`config.mk`:
```
export PLATFORM = sky130hd
export DESIGN_NAME = lineoblique
export DESIGN_NICKNAME = d
export VERILOG_FILES = /design/src/rtl/lineoblique.sv
export SDC_FILE = /design/constraint.sdc
export NUM_CORES = 1
export LEC_CHECK = 0
export ABC_AREA = 1
export CORE_MARGIN = 5
export CORE_UTILIZATION = 50
export DETAILED_ROUTE_END_ITERATION = 16
export GPL_ROUTABILITY_DRIVEN = 1
export GPL_TIMING_DRIVEN = 1
export PLACE_DENSITY = 0.84
export SYNTH_ARGS = -nofsm -noshare
export SYNTH_HDL_FRONTEND = slang
export SYNTH_SLANG_ARGS = --single-unit
```
`constraint.sdc`:
```
create_clock -name clk -period 7.47 [get_ports clk]
set_clock_uncertainty 0.2 [all_clocks]
set_input_delay 1.8675 -clock clk [delete_from_list [all_inputs] [get_ports clk]]
set_output_delay 1.8675 -clock clk [all_outputs]
set_load 0.05 [all_outputs]
```
`src/rtl/lineoblique.sv`:
```
// Bresenham line-point generator: walks from (x_offset,y_offset) to (x_final,y_final)
// and emits one pixel per clock on Xline/Yline. curseur flags each valid pixel, and
// red/green/blue are white while it is high.
// Ports:
//   clk, reset                  - clock and asynchronous active-low reset
//   x_offset/y_offset           - start point
//   x_final/y_final             - end point
//   red/green/blue              - 0xFF while a pixel is emitted, else 0
//   Xline/Yline                 - current pixel (equal to x_step/y_step)
//   x_step/y_step               - working coordinate registers
//   x_step_next/y_step_next     - combinational value of x_step/y_step after the next edge
//   Xcount/Ycount               - X/Y moves taken since the line started
//   delta_x/delta_y             - absolute deltas of the latched line
//   error/error2                - Bresenham error and its double, low EW bits
//   droit/bas                   - X/Y direction flags (1 = increasing)
//   x_period/y_period           - current DRAW cycle moves X/Y (combinational)
//   start_mark                  - pulse on the first DRAW cycle
//   done_mark                   - high while the line is complete
//   curseur                     - high on every DRAW cycle
module lineoblique #(
    parameter int unsigned XW = 11,
    parameter int unsigned YW = 10,
    parameter int unsigned EW = 12
) (
    input  logic          clk,
    input  logic          reset,
    input  logic [XW-1:0] x_offset,
    input  logic [YW-1:0] y_offset,
    input  logic [XW-1:0] x_final,
    input  logic [YW-1:0] y_final,
    output logic [7:0]    red,
    output logic [7:0]    green,
    output logic [7:0]    blue,
    output logic [XW-1:0] Xline,
    output logic [YW-1:0] Yline,
    output logic [XW-1:0] x_step,
    output logic [YW-1:0] y_step,
    output logic [XW-1:0] x_step_next,
    output logic [YW-1:0] y_step_next,
    output logic [XW-1:0] Xcount,
    output logic [YW-1:0] Ycount,
    output logic [EW-1:0] delta_x,
    output logic [EW-1:0] delta_y,
    output logic [EW-1:0] error,
    output logic [EW-1:0] error2,
    output logic          droit,
    output logic          bas,
    output logic          x_period,
    output logic          y_period,
    output logic          start_mark,
    output logic          done_mark,
    output logic          curseur
);

    // Internal signed arithmetic width; holds 2*err for the largest deltas.
    localparam int unsigned IW = 14;
    localparam logic [7:0] WHITE = 8'hFF;

    typedef enum logic [1:0] {IDLE, LOAD, DRAW, DONE} state_t;

    state_t               state, state_d;
    logic [XW-1:0]        xo_q, xf_q, xo_d, xf_d;
    logic [YW-1:0]        yo_q, yf_q, yo_d, yf_d;
    logic [XW-1:0]        x_step_d, xcount_d;
    logic [YW-1:0]        y_step_d, ycount_d;
    logic signed [IW-1:0] dx_q, dy_q, err_q, dx_d, dy_d, err_d;
    logic signed [IW-1:0] ddx, ddy, adx, ady, e2;
    logic                 droit_d, bas_d;
    logic                 x_mv, y_mv, at_end, ends_changed;
    logic                 curseur_d, start_d, done_d;

    // Next-state and datapath next values.
    always_comb begin
        state_d  = state;
        xo_d     = xo_q;
        yo_d     = yo_q;
        xf_d     = xf_q;
        yf_d     = yf_q;
        x_step_d = x_step;
        y_step_d = y_step;
        xcount_d = Xcount;
        ycount_d = Ycount;
        dx_d     = dx_q;
        dy_d     = dy_q;
        err_d    = err_q;
        droit_d  = droit;
        bas_d    = bas;
        x_mv     = 1'b0;
        y_mv     = 1'b0;

        ddx          = $signed(IW'(x_final)) - $signed(IW'(x_offset));
        ddy          = $signed(IW'(y_final)) - $signed(IW'(y_offset));
        adx          = ddx[IW-1] ? -ddx : ddx;
        ady          = ddy[IW-1] ? -ddy : ddy;
        e2           = err_q <<< 1;
        at_end       = (x_step == xf_q) && (y_step == yf_q);
        ends_changed = (x_offset != xo_q) || (y_offset != yo_q) ||
                       (x_final != xf_q) || (y_final != yf_q);

        case (state)
            IDLE: state_d = LOAD;
            LOAD: begin
                xo_d     = x_offset;
                yo_d     = y_offset;
                xf_d     = x_final;
                yf_d     = y_final;
                dx_d     = adx;
                dy_d     = ady;
                droit_d  = !ddx[IW-1];
                bas_d    = !ddy[IW-1];
                x_step_d = x_offset;
                y_step_d = y_offset;
                xcount_d = '0;
                ycount_d = '0;
                err_d    = adx - ady;
                state_d  = DRAW;
            end
            DRAW: begin
                if (at_end) begin
                    state_d = DONE;
                end else begin
                    x_mv = (e2 > -dy_q);
                    y_mv = (e2 < dx_q);
                    if (x_mv) begin
                        err_d    = err_q - dy_q;
                        x_step_d = droit ? x_step + XW'(1) : x_step - XW'(1);
                        xcount_d = Xcount + XW'(1);
                    end
                    if (y_mv) begin
                        err_d    = err_d + dx_q;
                        y_step_d = bas ? y_step + YW'(1) : y_step - YW'(1);
                        ycount_d = Ycount + YW'(1);
                    end
                end
            end
            DONE: if (ends_changed) state_d = LOAD;
            default: state_d = IDLE;
        endcase

        // Pixel flags are registered from the upcoming state so they align with it.
        curseur_d = (state_d == DRAW);
        start_d   = (state == LOAD);
        done_d    = (state_d == DONE);
    end

    // State and datapath registers.
    always_ff @(posedge clk or negedge reset) begin
        if (!reset) begin
            state      <= IDLE;
            xo_q       <= '0;
            yo_q       <= '0;
            xf_q       <= '0;
            yf_q       <= '0;
            x_step     <= '0;
            y_step     <= '0;
            Xcount     <= '0;
            Ycount     <= '0;
            dx_q       <= '0;
            dy_q       <= '0;
            err_q      <= '0;
            droit      <= 1'b0;
            bas        <= 1'b0;
            curseur    <= 1'b0;
            start_mark <= 1'b0;
            done_mark  <= 1'b0;
            red        <= '0;
            green      <= '0;
            blue       <= '0;
        end else begin
            state      <= state_d;
            xo_q       <= xo_d;
            yo_q       <= yo_d;
            xf_q       <= xf_d;
            yf_q       <= yf_d;
            x_step     <= x_step_d;
            y_step     <= y_step_d;
            Xcount     <= xcount_d;
            Ycount     <= ycount_d;
            dx_q       <= dx_d;
            dy_q       <= dy_d;
            err_q      <= err_d;
            droit      <= droit_d;
            bas        <= bas_d;
            curseur    <= curseur_d;
            start_mark <= start_d;
            done_mark  <= done_d;
            red        <= curseur_d ? WHITE : 8'h00;
            green      <= curseur_d ? WHITE : 8'h00;
            blue       <= curseur_d ? WHITE : 8'h00;
        end
    end

    assign Xline       = x_step;
    assign Yline       = y_step;
    assign x_step_next = x_step_d;
    assign y_step_next = y_step_d;
    assign x_period    = x_mv;
    assign y_period    = y_mv;
    assign delta_x     = dx_q[EW-1:0];
    assign delta_y     = dy_q[EW-1:0];
    assign error       = err_q[EW-1:0];
    assign error2      = e2[EW-1:0];

endmodule

```
==> results.py <==
metrics = {
    "worst_setup_path": {
        "arrival_ps": 4910,
        "critPathKind": "flip-flop to output port",
        "r2r-end": "err_q[8]$_DFFE_PN0P_",
        "r2r_start": "dy_q[1]$_DFFE_PN0P_",
        "startpoint_type": "flip-flop",
        "path_max_fanout": 17,
        "worstPathRequired_ps": 5400,
        "worst-r2r-cell-count": 33,
        "cp-end-kind": "output port",
        "r2r_slack_ps": 1590,
    },
    "status": {
        "status": "finished, final reports clean",
    },
    "sta": {
        "tightest_slew_ps": 1010,
        "layout_setup_ws_ps": 496,
        "slew_headroom_pct": 32.7,
        "fin_tns_setup_ps": 0,
        "fmax_mhz": 143,
        "rsz0062_at_grt": "false",
        "setup_viol": 0,
        "period_needed_ps": 6970,
        "final_hold_viol_count": 0,
        "finalCritPeriodShare_pct": 93.4,
        "slew_violations": 0,
    },
    "floorplanning": {
        "die-height_um": 169,
        "num_rows": 58,
        "io_pins": 207,
        "floorplan.die_area_mm2": 0.0286,
        "start_util_pct": 50.5,
        "die_width_um": 169,
        "core_mm2": 0.0251,
    },
    "global_routing": {
        "grt_overflow": 0,
        "grt_max_degree": 72,
        "grt_first_pass_wirelength_um": 60300,
        "grt_pass1_vias": 12315,
        "grtUsageTotal_pct": 25.7,
        "antenna_found_initial": 0,
    },
    "placed_design": {
        "dpl.hpwl_um": 28900,
        "place_congestion": 0.906,
        "io_buffers": 205,
        "dpl_worst_slack_ps": 581,
    },
    "cts": {
        "clk_latency_ps": 440,
        "clk_pin_slew_ps": 70,
        "cts_tree": "built",
        "cts_num_sinks": 132,
        "cts_setup_buffers": 0,
        "max-clock-path-buffers": 2,
        "holdBufCountCts": 0,
        "htree_num_levels": 4,
        "ctsResizeCount": 0,
        "root_buffer": "clkbuf_16",
        "numCtsBuffers": 17,
    },
    "yosys": {
        "synth_fp_nets": 2042,
        "yosysSeqAreaShare_pct": 26.0,
        "ys_top_cells_by_area": "dfrtp_1, nand2_1, ha_1, inv_1, buf_4",
        "netlist_area_mm2": 0.0127,
        "synth_top_area_cell": "dfrtp_1",
        "ys_ff_latch": 132,
        "synth_top_area_share_pct": 26.0,
        "avgSynthCellArea_um2": 6.74,
        "yosysWarnings": 0,
        "syn_inst": 1883,
        "yosysUniqueCellTypes": 45,
    },
    "final_layout": {
        "fin_nets": 2147,
        "syn2layout_area_growth_pct": 18.1,
        "antenna_cells": 0,
        "final_common_cell": "nand2_1",
        "most-common-layout-cells": "nand2_1, inv_1, clkdlybuf4s50_1",
        "fillCellCount": 2299,
        "drive_above_1_share_pct": 4.15,
    },
    "route": {
        "initialDrtViolationCount": 862,
        "wl_um": 37100,
        "antenna_left": 0,
        "firstDrtPassIters": 5,
        "via_per_inst": 5.34,
        "vias": 12445,
        "drc": 0,
        "wl_per_cell_um": 15.9,
    },
    "worst_hold_path": {
        "hold_path_class": "flip-flop to flip-flop",
        "worstHoldStart": "dx_q[13]$_DFFE_PN0P_",
        "holdPathEnd": "dx_q[13]$_DFFE_PN0P_",
        "worstHoldPathCells": 2,
    },
    "flow_run": {
        "maxCapViolCount": 0,
    },
}
==> worst max path at each step <==
| stage | startpoint | endpoint | slack [ps] | depth (start not counted) |
|---|---|---|---|---|
| after CTS | dy_q[1]$_DFFE_PN0P_ | x_step_next[9] | 130 | 27 |
| after global placement | dy_q[1]$_DFFE_PN0P_ | x_step_next[9] | 760 | 27 |
| after floorplan | dy_q[1]$_DFFE_PN0P_ | x_step_next[0] | 1270 | 24 |
| final | dy_q[1]$_DFFE_PN0P_ | x_period | 500 | 23 |
| after global routing | dy_q[1]$_DFFE_PN0P_ | x_period | 20 | 23 |
| after detailed placement | dy_q[1]$_DFFE_PN0P_ | x_step_next[9] | 580 | 27 |
==> Yosys cell counts (all sizes together) <==
library cell	n
buf	108
nor3	15
nand3b	2
and2	2
nand4	27
nor4	3
o22ai	6
o2111ai	2
clkbuf	16
a21boi	1
a221oi	2
o31a	1
nand3	114
o21a	2
xnor2	35
o21ai	125
ha	108
o21bai	11
dfrtp	132
a21oi	102
nor2	143
a211oi	2
o31ai	1
nand2	540
and3	1
conb	2
fa	7
o211ai	3
a21o	11
xor2	66
inv	275
a31oi	4
or2	14
==> area by class of cell <==
class / count / area (um^2) / area share [%]
inverter: 275 / 1030 / 6.89
clock buffer: 17 / 425 / 2.84
tap: 330 / 413 / 2.76
sequential: 132 / 3300 / 22.1
timing repair buffer: 210 / 2130 / 14.2
clock inverter: 15 / 168 / 1.12
multi-input combinational: 1352 / 7500 / 50.1
==> routing by layer <==
metal / part of all wire [%] / up-vias / GRT usage [%]
li1: - / 6130 / -
met1: 42 / 5713 / 32.2
met2: 47 / 525 / 43.8
met3: 7.4 / 77 / 5.89
met4: 3.5 / 0 / 9.21
met5: 0 / - / 0
==> sequential cells by signal, indices dropped and copies added (netlist names), 11 cells and up <==
register / cells
Xline: 11
Xcount: 11
dx_q: 14
err_q: 13
xo_q: 11
xf_q: 11
dy_q: 14
==> cells by family after synthesis <==
group | count (synthesis) | share of synthesized area, %
and+or+nand+nor | 861 | 28.6
adders and majority gates | 115 | 11.8
other | 2 | 0.0592
DFF | 132 | 26.0
AOI/OAI and AO/OA | 273 | 11.8
xor gates and xnor gates | 101 | 6.98
buffers and inverters | 399 | 14.8
==> per-stage QoR <==
| step | hold slack (ps) | util (%) | std cells | instance area (um^2) |
|---|---|---|---|---|
| finish | 288 | 59.6 | 2331 | 15000 |
| global route | 318 | 59.6 | 2331 | 15000 |
| CTS | 293 | 59.5 | 2331 | 14900 |
| detailed placement | 277 | 57.2 | 2299 | 14400 |
| global placement | 264 | 57.2 | 2299 | 14400 |
| floorplan | 249 | - | 1883 | 12700 |
==> critical path, cell delays in order, from the launching register on <==
cell and delay [ps]:
dfrtp_1 410, inv_1 160, nand3_1 140, nor3_1 260
nand2_1 80, nor2_1 180, nand3_1 140, nor2_1 120
nand2_1 100, nor3_1 190, xor2_1 180, ha_1 290
nand2_1 130, inv_1 60, nand2_1 60, nand2_1 40
a21oi_1 180, nand2_1 90, nand2_2 120, nand2_4 80
nor2_8 200, nand2_4 120, nor2_8 260, clkdlybuf4s50_1 870
Power is not shown: default switching activity piles up to over one toggle a cycle in this logic, so the estimate is an artifact.
